### config.mk
export PLATFORM = sky130hd
export DESIGN_NAME = ifu_fetch
export DESIGN_NICKNAME = d
export VERILOG_FILES = /design/src/rtl/ifu_pkg.sv /design/src/rtl/ifu_fifo.sv /design/src/rtl/ifu_fetch.sv
export SDC_FILE = /design/constraint.sdc
export NUM_CORES = 1
export LEC_CHECK = 0
export BUFFER_PORTS_ARGS = -buffer_cell sky130_fd_sc_hd__buf_2
export CORE_ASPECT_RATIO = 0.6
export CORE_MARGIN = 4
export CORE_UTILIZATION = 52
export CTS_BUF_LIST = sky130_fd_sc_hd__clkbuf_8
export CTS_CLUSTER_DIAMETER = 200
export DETAILED_ROUTE_END_ITERATION = 7
export PLACE_DENSITY_LB_ADDON = 0.12
export SYNTH_ARGS = -nofsm -noshare
export SYNTH_HDL_FRONTEND = slang
export SYNTH_HIERARCHICAL = 1
export SYNTH_SLANG_ARGS = --single-unit
### constraint.sdc
create_clock -name clk -period 2.8 [get_ports clk]
set_input_delay 0.7 -clock clk [delete_from_list [all_inputs] [get_ports clk]]
set_output_delay 0.7 -clock clk [all_outputs]
set_load 0.02 [all_outputs]
### src/rtl/ifu_pkg.sv
// ifu_pkg: shared types and defaults for the instruction fetch unit.
`default_nettype none

package ifu_pkg;

    localparam logic [31:0] IFU_RESET_PC = 32'h8000_0000;

    typedef enum logic [1:0] {
        RUN   = 2'd0,
        STALL = 2'd1,
        HALT  = 2'd2
    } ifu_state_e;

    typedef struct packed {
        logic [31:0] inst;
        logic [31:0] pc;
    } ifu_entry_t;

endpackage

`default_nettype wire

### src/rtl/ifu_fifo.sv
// ifu_fifo: DEPTH-entry instruction buffer with push/pop/flush and occupancy count.
`default_nettype none

module ifu_fifo
    import ifu_pkg::*;
#(
    parameter int DEPTH = 2,
    localparam int AW = $clog2(DEPTH),
    localparam int CW = $clog2(DEPTH) + 1
) (
    input  logic          clk,
    input  logic          rst_n,
    input  logic          push_i,
    input  logic [31:0]   push_inst_i,
    input  logic [31:0]   push_pc_i,
    input  logic          pop_i,
    input  logic          flush_i,
    output logic [31:0]   head_inst_o,
    output logic [31:0]   head_pc_o,
    output logic          empty_o,
    output logic [CW-1:0] count_o
);

    ifu_entry_t    mem_q [DEPTH];
    logic [AW-1:0] wr_ptr_q;
    logic [AW-1:0] rd_ptr_q;
    logic [CW-1:0] count_q;

    always_ff @(posedge clk or negedge rst_n) begin
        if (!rst_n) begin
            for (int i = 0; i < DEPTH; i++) begin
                mem_q[i] <= '0;
            end
            wr_ptr_q <= '0;
            rd_ptr_q <= '0;
            count_q  <= '0;
        end else if (flush_i) begin
            wr_ptr_q <= '0;
            rd_ptr_q <= '0;
            count_q  <= '0;
        end else begin
            if (push_i) begin
                mem_q[wr_ptr_q] <= '{inst: push_inst_i, pc: push_pc_i};
                wr_ptr_q        <= wr_ptr_q + 1'b1;
            end
            if (pop_i) begin
                rd_ptr_q <= rd_ptr_q + 1'b1;
            end
            case ({push_i, pop_i})
                2'b10:   count_q <= count_q + 1'b1;
                2'b01:   count_q <= count_q - 1'b1;
                default: count_q <= count_q;
            endcase
        end
    end

    assign head_inst_o = mem_q[rd_ptr_q].inst;
    assign head_pc_o   = mem_q[rd_ptr_q].pc;
    assign empty_o     = (count_q == '0);
    assign count_o     = count_q;

endmodule

`default_nettype wire

### src/rtl/ifu_fetch.sv
// ifu_fetch: credit-based in-order instruction fetch with redirect and fault halt.
// Optional IFU_PERF_CNT_EN adds perf_fetched / perf_flushed counters.
`default_nettype none

module ifu_fetch
    import ifu_pkg::*;
#(
    parameter logic [31:0] RESET_PC = IFU_RESET_PC,
    parameter int          DEPTH    = 2
) (
    input  logic        clk,
    input  logic        reset,
    output logic        req_valid,
    input  logic        req_ready,
    output logic [31:0] req_addr,
    input  logic        rsp_valid,
    input  logic [31:0] rsp_data,
    input  logic        rsp_err,
    output logic        inst_valid,
    input  logic        inst_ready,
    output logic [31:0] inst,
    output logic [31:0] inst_pc,
    input  logic        redirect_valid,
    input  logic [31:0] redirect_pc,
    output logic        fetch_err
`ifdef IFU_PERF_CNT_EN
    ,
    output logic [31:0] perf_fetched,
    output logic [31:0] perf_flushed
`endif
);

    localparam int            CW      = $clog2(DEPTH) + 1;
    localparam logic [CW:0]   DEPTH_C = (CW + 1)'(DEPTH);

    ifu_state_e    state_q;
    logic [31:0]   fetch_pc_q, fetch_pc_d;
    logic [CW-1:0] out_q, out_d;
    logic [CW-1:0] drop_q, drop_d;
    logic          err_q;

    logic          halted, redir, discard, push, halt_set, issue, pop;
    logic          fifo_empty;
    logic [CW-1:0] fifo_cnt, cnt_d;
    logic [CW-1:0] rsp_ext, issue_ext, push_ext, pop_ext;
    logic [CW:0]   credit_used_d;
    logic          unused_redirect_lsb;

    assign unused_redirect_lsb = ^redirect_pc[1:0];

    assign halted   = (state_q == HALT);
    assign redir    = redirect_valid && !halted;
    // Everything returning during a redirect, while draining, or after a halt is dropped.
    assign discard  = redir || (drop_q != '0) || halted;
    assign push     = rsp_valid && !discard && !rsp_err;
    assign halt_set = rsp_valid && !discard && rsp_err;

    assign req_valid  = (state_q == RUN) && !redirect_valid && reset;
    assign req_addr   = fetch_pc_q;
    assign issue      = req_valid && req_ready;
    assign inst_valid = !fifo_empty;
    assign pop        = inst_valid && inst_ready && !redir;
    assign fetch_err  = err_q;

    assign rsp_ext   = {{(CW-1){1'b0}}, rsp_valid};
    assign issue_ext = {{(CW-1){1'b0}}, issue};
    assign push_ext  = {{(CW-1){1'b0}}, push};
    assign pop_ext   = {{(CW-1){1'b0}}, pop};

    always_comb begin
        out_d         = out_q + issue_ext - rsp_ext;
        cnt_d         = redir ? '0 : (fifo_cnt + push_ext - pop_ext);
        credit_used_d = {1'b0, out_d} + {1'b0, cnt_d};

        drop_d = drop_q;
        if (redir) begin
            drop_d = out_q - rsp_ext;
        end else if (rsp_valid && (drop_q != '0)) begin
            drop_d = drop_q - 1'b1;
        end

        fetch_pc_d = fetch_pc_q;
        if (redir) begin
            fetch_pc_d = {redirect_pc[31:2], 2'b00};
        end else if (issue) begin
            fetch_pc_d = fetch_pc_q + 32'd4;
        end
    end

    always_ff @(posedge clk or negedge reset) begin
        if (!reset) begin
            state_q    <= RUN;
            fetch_pc_q <= RESET_PC;
            out_q      <= '0;
            drop_q     <= '0;
            err_q      <= 1'b0;
        end else begin
            fetch_pc_q <= fetch_pc_d;
            out_q      <= out_d;
            drop_q     <= drop_d;
            case (state_q)
                RUN, STALL: begin
                    if (halt_set) begin
                        state_q <= HALT;
                        err_q   <= 1'b1;
                    end else begin
                        state_q <= (credit_used_d >= DEPTH_C) ? STALL : RUN;
                    end
                end
                HALT:    state_q <= HALT;
                default: state_q <= RUN;
            endcase
        end
    end

    ifu_fifo #(
        .DEPTH(DEPTH)
    ) u_fifo (
        .clk        (clk),
        .rst_n      (reset),
        .push_i     (push),
        .push_inst_i(rsp_data),
        .push_pc_i  (fetch_pc_q - {out_q, 2'b00}),
        .pop_i      (pop),
        .flush_i    (redir),
        .head_inst_o(inst),
        .head_pc_o  (inst_pc),
        .empty_o    (fifo_empty),
        .count_o    (fifo_cnt)
    );

`ifdef IFU_PERF_CNT_EN
    logic [31:0] perf_fetched_q;
    logic [31:0] perf_flushed_q;
    logic [31:0] flushed_words;

    assign flushed_words = (redir ? 32'(fifo_cnt) : 32'd0) + {31'd0, rsp_valid && discard};

    always_ff @(posedge clk or negedge reset) begin
        if (!reset) begin
            perf_fetched_q <= '0;
            perf_flushed_q <= '0;
        end else begin
            perf_fetched_q <= perf_fetched_q + {31'd0, pop};
            perf_flushed_q <= perf_flushed_q + flushed_words;
        end
    end

    assign perf_fetched = perf_fetched_q;
    assign perf_flushed = perf_flushed_q;
`endif

endmodule

`default_nettype wire
# Word-level counts from Yosys, hierarchy flattened

Cells that the tools add are included.

Add/sub/neg operators: 13
Magnitude comparators: 4
Equality and inequality tests: 4
Mux-type cells: 20
Bitwise logic cells: 3
Reduce and logical (&&, ||, !) cells: 30

Operators by type and width:

| operator                | number |
|---|---|
| $mux W64                | 4 |
| $bwmux W128             | 1 |
| $demux W64 S1           | 1 |
| $mux W32                | 2 |
| $add A32 B3 Y32 const B | 1 |
| $sub A32 B4 Y32         | 1 |
| $logic_and A1 B1 Y1     | 11 |
| $mux W2                 | 5 |
| $reduce_bool A2 Y1      | 5 |
| $pmux W2 S2             | 2 |
| $logic_not A1 Y1        | 6 |
| $sub A2 B1 Y2           | 3 |
| $mux W1                 | 5 |
| $add A2 B1 Y2           | 2 |
| $eq A2 B1 Y1 const B    | 2 |
| $eq A2 B2 Y1 const B    | 2 |
| $ge A2 B2 Y1 const B    | 2 |
| $logic_not A2 Y1        | 2 |
| $not A1 Y2              | 2 |
| $reduce_and A2 Y1       | 2 |
| $sub A2 B1 Y2 const B   | 2 |
| $add A2 B2 Y3           | 1 |
| $ge A3 B2 Y1 const B    | 1 |
| $reduce_bool A3 Y1      | 1 |
| 6 further kinds         | 8 |

Bits in registers: 171
Bits of input ports: 71
Output and inout bits: 99
Logic and storage cells: 86

# Longest topological paths before layout

Gate-level depths: netlist (run 1).

Word-level depth: 16
Gate-level depth with buffers: 12
Mapped depth without buffers: 11

# Modules after synthesis

Netlist (run 1), hierarchy kept.

By module, submodules not included:

| module    | instances | cells an instance | area an instance (um^2) | seq. area each (um^2) |
|---|---|---|---|---|
| ifu_fifo  | 1         | 360               | 6,037.0                 | 3,303.2 |
| ifu_fetch | 1         | 351               | 2,910.3                 | 927.1 |

# Worst setup path before layout (run 1)

OpenSTA, ideal clock, no wires.

Path type: input to register
Start: in redirect_valid
End: reg state_q[0]
Setup time: 104 ps
Arrival: 3,286 ps
Required time: 2,696 ps
Slack: -590 ps
Stages on the path: 11
Path buffers: 1
Cell sequence: nor4b_2 > and2_1 > inv_1 > clkbuf_1 > ha_1 > inv_1 > ha_1 > xnor2_1 > xor2_1 > fa_1 > a221oi_1

Cells in the longest elaborated chain, start to end: 14
Elaborated cells on any way between the ends: 23
Those cells by class: add/sub (5); order compare (1); mux (4); reduce/logical (13)

RTL lines:

| element                         | line                             | RTL |
|---|---|---|
| start: declaration              | ifu_fetch.sv:23                  | `input logic redirect_valid,` |
| $logic_and A1 B1 Y1             | ifu_fetch.sv:52                  | `assign redir = redirect_valid && !halted;` |
| $logic_or A1 B1 Y1 (2 in a row) | ifu_fetch.sv:54                  | `assign discard = redir \|\| (drop_q != '0) \|\| halted;` |
| $logic_not A1 Y1                | ifu_fetch.sv:55, ifu_fetch.sv:56 |  |
| $logic_and A1 B1 Y1             | ifu_fetch.sv:55, ifu_fetch.sv:56 |  |
| $logic_and A1 B1 Y1             | ifu_fetch.sv:55                  | `assign push = rsp_valid && !discard && !rsp_err;` |
| $add A2 B1 Y2                   | ifu_fetch.sv:72                  | `cnt_d = redir ? '0 : (fifo_cnt + push_ext - pop_ext);` |
| $sub A2 B1 Y2                   | ifu_fetch.sv:72                  |  |
| $mux W2                         | ifu_fetch.sv:72                  |  |
| $add A2 B2 Y3                   | ifu_fetch.sv:73                  | `credit_used_d = {1'b0, out_d} + {1'b0, cnt_d};` |
| $ge A3 B2 Y1                    | ifu_fetch.sv:107                 | `state_q <= (credit_used_d >= DEPTH_C) ? STALL : RUN;` |
| $mux W1                         | ifu_fetch.sv:107                 |  |
| $mux W2 *                       | ifu_fetch.sv:103                 | `if (halt_set) begin` |
| $pmux W2 S2 *                   | ifu_fetch.sv:101                 | `case (state_q)` |
| end signal: assignment          | ifu_fetch.sv:107                 |  |
| end: declaration                | ifu_fetch.sv:36                  | `ifu_state_e state_q;` |

Every way passes the cells marked *; elsewhere a longest branch is shown, timed or not.
A chain may end at the register's enable or synchronous reset.

# Worst setup path in the final report (run 1)

Start: reg state_q[1]
End: reg state_q[0]

Cells in the longest elaborated chain, start to end: 16
Elaborated cells on any way between the ends: 27
Those cells by class: add/sub (5); order compare (1); eq/ne (2); mux (4); reduce/logical (15)

RTL lines:

| element                         | line |
|---|---|
| $eq A2 B2 Y1                    | ifu_fetch.sv:51, ifu_fetch.sv:101 |
| $logic_not A1 Y1                | ifu_fetch.sv:52 |
| $logic_and A1 B1 Y1             | ifu_fetch.sv:52 |
| $logic_or A1 B1 Y1 (2 in a row) | ifu_fetch.sv:54 |
| $logic_not A1 Y1                | ifu_fetch.sv:55, ifu_fetch.sv:56 |
| $logic_and A1 B1 Y1             | ifu_fetch.sv:55, ifu_fetch.sv:56 |
| $logic_and A1 B1 Y1             | ifu_fetch.sv:55 |
| $add A2 B1 Y2                   | ifu_fetch.sv:72 |
| $sub A2 B1 Y2                   | ifu_fetch.sv:72 |
| $mux W2                         | ifu_fetch.sv:72 |
| $add A2 B2 Y3                   | ifu_fetch.sv:73 |
| $ge A3 B2 Y1                    | ifu_fetch.sv:107 |
| $mux W1                         | ifu_fetch.sv:107 |
| $mux W2                         | ifu_fetch.sv:103 |
| $pmux W2 S2 *                   | ifu_fetch.sv:101 |

Marked as above.

==> flow_metrics.tcl, run 1 <==
set metrics [dict create \
    status "complete, no violations" \
    die_x_um 177.3 \
    layout.nets 967 \
    drive_gt1_share_pct 49.44 \
    synth_most_common_cell "dfrtp_1" \
    max_slew_margin_pct 38.78 \
    async_flop_share_pct 100.0 \
    layout_setup_ws_ns 0.1382 \
    fin_skew_ns 0.01953 \
    antenna_left 0 \
    cts_buffer_depth 2 \
    gp_congestion 0.8585 \
    io_pins 170 \
    drcViolationCount 0 \
    powerDensity_mw_per_mm2 901.5 \
    coreArea_mm2 0.01653 \
    critPathCaptureType "flip-flop" \
    antenna_found_initial 0 \
    ys.flop_type "dfrtp_1" \
    globalRouteOverflowTotal 0 \
    maxCapViolCount 0 \
    numCtsBuffers 17 \
    seq_area_frac_synth_pct 47.28 \
    yosys.area_share.simple_pct 10.57 \
    first_iter_violations 507 \
    r2r-start "state_q[1]$_DFF_PN0_" \
    dp.final_hpwl_mm 15.37 \
    initial_core_util_pct 54.13 \
    place_ws_ns -0.4022 \
    ys_top_cells_by_count "dfrtp_1, mux2_2, mux2_4, nand2_1, nor2_1" \
    grt_usage_pct 22.95 \
    worst_pin_slew_ns 0.9183 \
    area_delta_synth_final_pct 18.00 \
    peakVddDrop_mv 0.4366 \
    clk_latency_ns 0.46 \
    critical-path-slowest-cell "fa_1" \
    hp-class "input port to async pin" \
    cts_num_sinks 169 \
    ys.warnings.count 6 \
    synth-adder-area-share_pct 1.706 \
    die_y_um 109.6 \
    cp_cell_sequence "nor4b_4 > and2_4 > inv_4 > ha_4 > inv_2 > ha_4 > xnor2_4 > xor2_2 > fa_1 > a221oi_2" \
    cts_tree "yes" \
    rr_worst_depth 10 \
    via_count 6175 \
    wl_per_cell_um 19.17 \
    ff2ff_setup_slack_ns 0.14 \
    synthesis.area_mm2 0.008947 \
    fin_crit_sh_pct 95.06 \
    io_buffer_count 165 \
    synth-seq-cells 169 \
    dieArea_mm2 0.01944 \
    hold_viol 0 \
    start_kind "flip-flop" \
    max_stage_delay_ns 0.51 \
    rsz0062_at_grt "true" \
    synth_top_area_share_pct 46.99 \
    crit_type "flip-flop to flip-flop" \
    synth-xor-area-share_pct 4.601 \
    grt_pass1_vias 6567 \
    fmax_ghz 0.3757 \
    num_rows 36 \
    synth.avg_cell_area_um2 12.58 \
    setup_viol 0 \
    synthMuxAreaShare_pct 26.91 \
    arrival_ns 3.02 \
    cts_root_buf "clkbuf_8" \
    htreeDepth 4 \
    syn_inst 711 \
    crit_path_frequent_cell "ha_4" \
    leakagePower_nw 5.158 \
    fillers 1338 \
    num_antenna_cells 0 \
    drtPass1Iterations 7 \
    yosys.area.top_type "dfrtp_1" \
    routed_wl_mm 21.59 \
    synth-edff-count 0 \
    finalCriticalPeriod_ns 2.662 \
    clk_pin_slew_ns 0.09 \
    crit_fanout 5 \
    slew_viol_final 0 \
    vias_per_cell 5.484 \
    grt_max_degree 72 \
    finalSetupTns_ns 0 \
    r2r-end "state_q[0]$_DFF_PN0_" \
    crit_required_ns 3.16 \
    synth_compound_area_share_pct 4.097 \
    synth_top_family_by_area "multiplexers" \
    synthTopCellsByArea "dfrtp_1, mux2_2, mux2_4" \
    grt_pass1_wl_mm 34.90 \
    ys_types 67 \
]
where the power goes:
group / total [W] / internal, W / switching (W)
Combinational: 0.00393 / 0.00190 / 0.00203
Clock: 0.00192 / 0.00101 / 0.000902
Sequential: 0.00367 / 0.00311 / 0.000557
Total: 0.00952 / 0.00603 / 0.00349
cell families after synthesis:
logic type | after synthesis
mux | 194
flops | 169
simple gates | 167
buf+inv | 65
compound gates | 57
xor+xnor | 47
fa+ha+maj | 11
other cells | 1
worst max path at each step:
| stage | end | startpoint |
|---|---|---|
| detailed placement | state_q[0]$_DFF_PN0_ | redirect_valid |
| finish | state_q[0]$_DFF_PN0_ | state_q[1]$_DFF_PN0_ |
| CTS | state_q[0]$_DFF_PN0_ | state_q[1]$_DFF_PN0_ |
| global placement | state_q[0]$_DFF_PN0_ | redirect_valid |
| global route | state_q[0]$_DFF_PN0_ | state_q[1]$_DFF_PN0_ |
| floorplan | state_q[0]$_DFF_PN0_ | redirect_valid |
placed cells by master, fill, tap and decap left out, types with 3 or more instances in the layout:
cell type / count
clkbuf_8: 19
mux2_4: 60
nor4_1: 4
o21ai_0: 23
buf_12: 6
a22oi_1: 4
dfrtp_1: 166
clkinv_2: 3
nor3_1: 12
and2_1: 4
buf_2: 164
nand2b_1: 6
inv_1: 19
nor2_1: 31
xnor2_1: 24
ha_1: 7
buf_4: 25
xor2_1: 21
o211ai_1: 4
or4_1: 4
mux2_2: 132
and3_1: 9
a21oi_1: 6
nand4_1: 12
bufinv_16: 4
or3_1: 8
conb_1: 6
a31oi_1: 3
nand3_1: 15
nand2_1: 38
cell type report:
class	instances	area, µm²	area share, %
multi-input combinational	482	4389	41.57
sequential	169	4233	40.09
timing repair buffer	196	1140	10.80
tap	228	285.3	2.702
clock buffer	19	261.5	2.477
clock inverter	13	175.2	1.659
inverter	19	73.82	0.6992
through the flow:
step                      power (W)  util, %  hold slack [ns]  cells  instance area, µm²
final                      0.009518    63.87           0.3446   1126               10560
after global routing        0.01007    63.87           0.3609   1126               10560
after CTS                  0.009546    63.56           0.3356   1124               10510
after detailed placement   0.007588    60.91           0.4879   1092               10070
after global placement     0.007426    60.91           0.4636   1092               10070
after floorplan            0.006314        -           0.4044    716                9020
registers in the layout, summed over array words and instances (netlist names):
register and count:
drop_q 2, state_q 2, req_addr 30, u_fifo/wr_ptr_q 1, u_fifo/count_o 2, u_fifo/rd_ptr_q 1, u_fifo/mem_q 128, out_q 2
fetch_err 1
critical path, delay by kind of cell, from the launching register on:
| family | cells | cell delay (ns) |
|---|---|---|
| flops | 1 | 0.48 |
| xor+xnor | 2 | 0.29 |
| simple gates | 2 | 0.55 |
| fa+ha+maj | 3 | 0.92 |
| compound gates | 1 | 0.25 |
| buf+inv | 2 | 0.08 |
metal layers:
metal | part of all wire [%] | wire (µm) | global-route usage (%)
met1 | 45 | 9816 | 31.81
met5 | 0 | 0 | 0
met2 | 46 | 9991 | 36.41
met4 | 1.4 | 295 | 5.847
met3 | 6.9 | 1486 | 6.048
repair_timing:
item,CTS,global route
hold endpoints to repair,0,0
buffers inserted,0,2
endpoints found under the setup margin,0,1
resized for setup,0,6
hold buffers,0,0
(Power assumes the default switching activity.)
==> inputs of run 2 (changes only) <==
--- a/config.mk
+++ b/config.mk
@@ -5,10 +5,11 @@
 export SDC_FILE = /design/constraint.sdc
 export NUM_CORES = 1
 export LEC_CHECK = 0
+export ABC_AREA = 1
 export BUFFER_PORTS_ARGS = -buffer_cell sky130_fd_sc_hd__buf_2
 export CORE_ASPECT_RATIO = 0.6
 export CORE_MARGIN = 4
-export CORE_UTILIZATION = 52
+export CORE_UTILIZATION = 53
 export CTS_BUF_LIST = sky130_fd_sc_hd__clkbuf_8
 export CTS_CLUSTER_DIAMETER = 200
 export DETAILED_ROUTE_END_ITERATION = 7
==> flow_metrics.tcl, run 2 <==
set metrics [dict create \
    status "complete, no violations" \
    cp_cell_sequence "buf_12 > mux2_2 > buf_2" \
    layout.nets 1398 \
    setup_viol 0 \
    worst_pin_slew_ns 0.9840 \
    io_buffer_count 165 \
    cts_tree "yes" \
    clk_latency_ns 0.45 \
    initial_core_util_pct 54.09 \
    arrival_ns 1.81 \
    coreArea_mm2 0.01807 \
    antenna_found_initial 0 \
    dieArea_mm2 0.02075 \
    synth.avg_cell_area_um2 8.303 \
    die_x_um 183.3 \
    critical-path-slowest-cell "mux2_2" \
    leakagePower_nw 5.652 \
    ys.flop_type "dfrtp_1" \
    hold_viol 0 \
    cts_hold_repair.buffers 0 \
    cts_resized 0 \
    antenna_left 0 \
    vias_per_cell 5.066 \
    layout.cells.most_common "nand2_1" \
    powerDensity_mw_per_mm2 874.6 \
    synth_most_common_cell "nand2_1" \
    drcViolationCount 0 \
    slew_viol_final 0 \
    postCtsSetupBuffers 0 \
    cts_num_sinks 169 \
    seq_area_frac_synth_pct 43.29 \
    die_y_um 113.2 \
    top_register "u_fifo/mem_q" \
    drive_gt1_share_pct 28.22 \
    crit_buf_inv 2 \
    maxCapViolCount 0 \
    grt_pass1_wl_mm 38.15 \
    hp-class "input port to async pin" \
    htreeDepth 4 \
    synthTopCellsByArea "dfrtp_1, nand2_1, mux2_2" \
    fillers 1733 \
    numCtsBuffers 17 \
    grt_pass1_vias 7474 \
    clk_pin_slew_ns 0.10 \
    synth_top_area_share_pct 43.02 \
    crit_fanout 66 \
    fin_crit_sh_pct 89.63 \
    routed_wl_mm 22.93 \
    mostFrequentLayoutCells "nand2_1, dfrtp_1, buf_2, inv_1, nor2_1" \
    crit_required_ns 2.10 \
    wl_per_cell_um 14.61 \
    crit_family "buffers and inverters" \
    cts_buffer_depth 2 \
    area_delta_synth_final_pct 12.05 \
    max_stage_delay_ns 0.43 \
    yosys.area.top_type "dfrtp_1" \
    max_slew_margin_pct 34.40 \
    drtPass1Iterations 5 \
    synth-seq-cells 169 \
    finalCriticalPeriod_ns 2.510 \
    ys.warnings.count 6 \
    num_antenna_cells 0 \
    syn_inst 1177 \
    via_count 7949 \
    cts_root_buf "clkbuf_8" \
    fin_skew_ns 0.02055 \
    fmax_ghz 0.3985 \
    synthesis.area_mm2 0.009773 \
    dp.final_hpwl_mm 16.19 \
    rsz0062_at_grt "false" \
    largest_reg_flops 128 \
    crit_type "flip-flop to primary output" \
    grt_usage_pct 22.63 \
    finalSetupTns_ns 0 \
    ys_top_cells_by_count "nand2_1, dfrtp_1, inv_1, nor2_1, o21ai_2" \
    totalPowerFinal_w 0.009577 \
    gp_congestion 0.9038 \
    ys_types 38 \
    synth-edff-count 0 \
    peakVddDrop_mv 0.4428 \
    grt_max_degree 170 \
    first_iter_violations 710 \
    start_kind "flip-flop" \
    async_flop_share_pct 100.0 \
    num_rows 38 \
    critPathCaptureType "primary output" \
    io_pins 170 \
    globalRouteOverflowTotal 0 \
]
==> run 2: changes by cell type in the layout (fill, tap and decap cells not counted), moves of 9 or more <==
cell,before,now
a21oi_1,6,15
buf_4,25,8
inv_1,19,132
mux2_2,132,64
mux2_4,60,0
nand2_1,38,318
nand3_1,15,50
nor2_1,31,113
nor2_2,0,12
o21ai_1,0,58
o21ai_2,0,65
xnor2_1,24,7
==> run 2: per-layer routing <==
layer,GRT usage (%),share of wire (%)
met1,36.83,52
met5,0,0
met4,4.812,0.97
met3,4.176,6.7
met2,31.12,40
==> run 2: final cells by class <==
type	instances	area (µm²)	area share, %
timing repair buffer	178	992.2	9.061
multi-input combinational	816	4548	41.53
clock buffer	17	234.0	2.137
clock inverter	15	141.4	1.291
sequential	169	4232	38.64
inverter	134	503.0	4.593
tap	240	300.3	2.742
==> run 2: metrics by stage <==
stage / worst slack [ns] / area, µm² / instances / hold slack, ns / util, %
floorplan: 0.08706 / 9784 / 1180 / 0.4044 / -
global placement: 0.2406 / 10580 / 1537 / 0.4431 / 58.53
detailed placement: 0.1970 / 10580 / 1537 / 0.4597 / 58.53
CTS: 0.2733 / 10950 / 1569 / 0.4452 / 60.61
global route: 0.2228 / 10950 / 1569 / 0.4348 / 60.61
finish: 0.2904 / 10950 / 1569 / 0.3120 / 60.61
==> run 2: worst paths after layout <==
path | slack, ns | cells past startpoint | end | startpoint
worst max-delay path | 0.29 | 3 | inst_pc[24] | u_fifo/rd_ptr_q$_DFFE_PN0P_
worst min-delay path | 0.31 | 2 | state_q[1]$_DFF_PN0_ | reset
worst max register to register | 0.43 | 13 | state_q[0]$_DFF_PN0_ | u_fifo/count_o[0]$_DFFE_PN0P_
worst min register to register | 0.48 | 2 | fetch_err$_DFFE_PN0P_ | fetch_err$_DFFE_PN0P_
max in group asynchronous | 1.69 | 2 | u_fifo/mem_q[100]$_DFFE_PN0P_ | reset
min in group clk | 0.48 | 2 | fetch_err$_DFFE_PN0P_ | fetch_err$_DFFE_PN0P_
==> run 2: logic make-up after synthesis <==
| group | share of synthesized area, % |
|---|---|
| XOR/XNOR | 2.957 |
| adder cells (fa/ha/maj) | 1.562 |
| AND/OR/NAND/NOR | 22.81 |
| multiplexers | 7.374 |
| other | 0.03837 |
| flip-flops | 43.29 |
| AO/OA/AOI/OAI | 11.60 |
| buffers and inverters | 10.37 |
==> run 2: where the power goes <==
| part | total [W] | internal (W) | switching (W) |
|---|---|---|---|
| clock | 0.00169 | 0.000724 | 0.000966 |
| sequential | 0.00375 | 0.00311 | 0.000636 |
| combinational | 0.00414 | 0.00157 | 0.00257 |
==> inputs of run 3 (changes only) <==
--- a/config.mk
+++ b/config.mk
@@ -9,7 +9,7 @@
 export BUFFER_PORTS_ARGS = -buffer_cell sky130_fd_sc_hd__buf_2
 export CORE_ASPECT_RATIO = 0.6
 export CORE_MARGIN = 4
-export CORE_UTILIZATION = 53
+export CORE_UTILIZATION = 58
 export CTS_BUF_LIST = sky130_fd_sc_hd__clkbuf_8
 export CTS_CLUSTER_DIAMETER = 200
 export DETAILED_ROUTE_END_ITERATION = 7
==> constraint.sdc (replaced) <==
create_clock -name clk -period 2.45 [get_ports clk]
set_input_delay 0.6125 -clock clk [delete_from_list [all_inputs] [get_ports clk]]
set_output_delay 0.6125 -clock clk [all_outputs]
set_load 0.02 [all_outputs]
==> flow_metrics.tcl, run 3 (synthesis gave the netlist of run 2 again) <==
set metrics [dict create \
    placed_area_mm2 0.01064 \
    start_kind "flip-flop" \
    htreeDepth 4 \
    arrival_ns 1.76 \
    max_slew_margin_pct 39.17 \
    die_y_um 108.6 \
    fin_skew_ns 0.01443 \
    startpoint "u_fifo/rd_ptr_q$_DFFE_PN0P_" \
    top_register "u_fifo/mem_q" \
    p_int_w 0.006238 \
    grt_pass1_vias 7402 \
    whs_ns 0.2763 \
    wl_met2_mm 9.567 \
    gp_congestion 0.8896 \
    switching_power_w 0.004885 \
    dr_wl_met3_mm 1.628 \
    grt_usage_pct 24.14 \
    design_area_mm2 0.01109 \
    antenna_left 0 \
    drtPass1Iterations 6 \
    finalCriticalPeriod_ns 2.373 \
    layout_setup_ws_ns 0.07705 \
    drive_gt1_share_pct 29.12 \
    worst_pin_slew_ns 0.9125 \
    setup_viol 0 \
    antenna_found_initial 0 \
    layout.cells.non_filler 1564 \
    numCtsBuffers 17 \
    io_buffer_count 165 \
    rsz0062_at_grt "false" \
    clockPowerShare_pct 17.7 \
    powerDensity_mw_per_mm2 1003 \
    layout.cells.most_common "nand2_1" \
    via_count 7950 \
    hp-class "input port to async pin" \
    crit_fanout 33 \
    io_pins 170 \
    grt_pass1_wl_mm 37.14 \
    drcViolationCount 0 \
    area_delta_synth_final_pct 13.43 \
    ff2ff_setup_slack_ns 0.16 \
    fmax_ghz 0.4214 \
    mostFrequentLayoutCells "nand2_1, dfrtp_1, buf_2, inv_1, nor2_1" \
    vias_per_cell 5.083 \
    maxCapViolCount 0 \
    cts_num_sinks 169 \
    hold_viol 0 \
    fillers 1456 \
    dp.final_hpwl_mm 16.04 \
    r2r-end "state_q[0]$_DFF_PN0_" \
    wl_per_cell_um 14.58 \
    rr_worst_depth 9 \
    largest_reg_flops 128 \
    wirelength_met1_mm 11.45 \
    fin_crit_sh_pct 96.85 \
    peakVddDrop_mv 0.5180 \
    layout.nets 1405 \
    coreArea_mm2 0.01640 \
    slew_viol_final 0 \
    clk_latency_ns 0.46 \
    num_rows 36 \
    place_inst 1531 \
    clk_pin_slew_ns 0.10 \
    globalRouteOverflowTotal 0 \
    p_sw_share_pct 43.92 \
    pwr-share-seq_pct 38.4 \
    routed_wl_mm 22.80 \
    crit_path_end "inst_pc[24]" \
    critPathCaptureType "primary output" \
    die_x_um 175.6 \
    r2r-start "state_q[1]$_DFF_PN0_" \
    initial_core_util_pct 59.61 \
    first_iter_violations 582 \
    leakagePower_nw 5.725 \
    num_antenna_cells 0 \
    fin_util_pct 67.61 \
    cts_tree "yes" \
    place_ws_ns -0.2155 \
    crit_required_ns 1.84 \
    cts_buffer_depth 2 \
    grt_max_degree 170 \
    dieArea_mm2 0.01906 \
    top_layer "met4" \
    status "complete, no violations" \
    crit_type "flip-flop to primary output" \
    cts_root_buf "clkbuf_8" \
    p_comb_share_pct 43.9 \
]
[run 3: timing repair]
action / in CTS / in global routing
setup endpoints to repair: 0 / 10
buffers inserted: 0 / 0
hold endpoints to repair: 0 / 0
hold buffers: 0 / 0
gates resized for setup: 0 / 5
[run 3: worst min path at each step]
stage / endpoint / slack [ns] / depth (start not counted)
final: drop_q[1]$_DFFE_PN0P_ / 0.28 / 2
after detailed placement: fetch_err$_DFFE_PN0P_ / 0.45 / 2
after CTS: state_q[0]$_DFF_PN0_ / 0.35 / 2
after floorplan: drop_q[0]$_DFFE_PN0P_ / 0.32 / 0
after global routing: drop_q[1]$_DFFE_PN0P_ / 0.35 / 2
after global placement: fetch_err$_DFFE_PN0P_ / 0.44 / 2
[run 3: routing by layer]
metal / up-vias / track usage, %
met5: - / 0
met3: 15 / 6.324
met4: 0 / 4.894
met1: 3657 / 37.48
li1: 4038 / -
met2: 240 / 34.09
[run 3: through the flow]
stage	total power, W	setup TNS, ns
final	0.01112	0
after detailed placement	0.009140	-0.2155
after CTS	0.01113	0
after floorplan	0.007702	0
after global routing	0.01197	0
after global placement	0.009031	-0.04753
[run 3: critical path, stage by stage, from the launching register on]
cell and delay (ns):
dfrtp_2 0.46, buf_16 0.23, mux2_2 0.40, buf_2 0.17
[run 3: cell type report]
class | count | area [µm²] | share of cell area, %
timing repair buffer | 185 | 1082 | 9.763
inverter | 134 | 505.5 | 4.560
clock buffer | 18 | 247.7 | 2.235
multi-input combinational | 816 | 4578 | 41.30
sequential | 169 | 4232 | 38.17
clock inverter | 14 | 155.1 | 1.400
tap | 228 | 285.3 | 2.573
[run 3: power by group through the flow]
stage	combinational, W	clock [W]	sequential, W
2_1_floorplan	0.00350	0	0.00420
3_3_place_gp	0.00475	0	0.00428
3_5_place_dp	0.00483	0	0.00431
4_1_cts	0.00486	0.00202	0.00426
5_1_grt	0.00542	0.00214	0.00441
6_report	0.00488	0.00197	0.00427
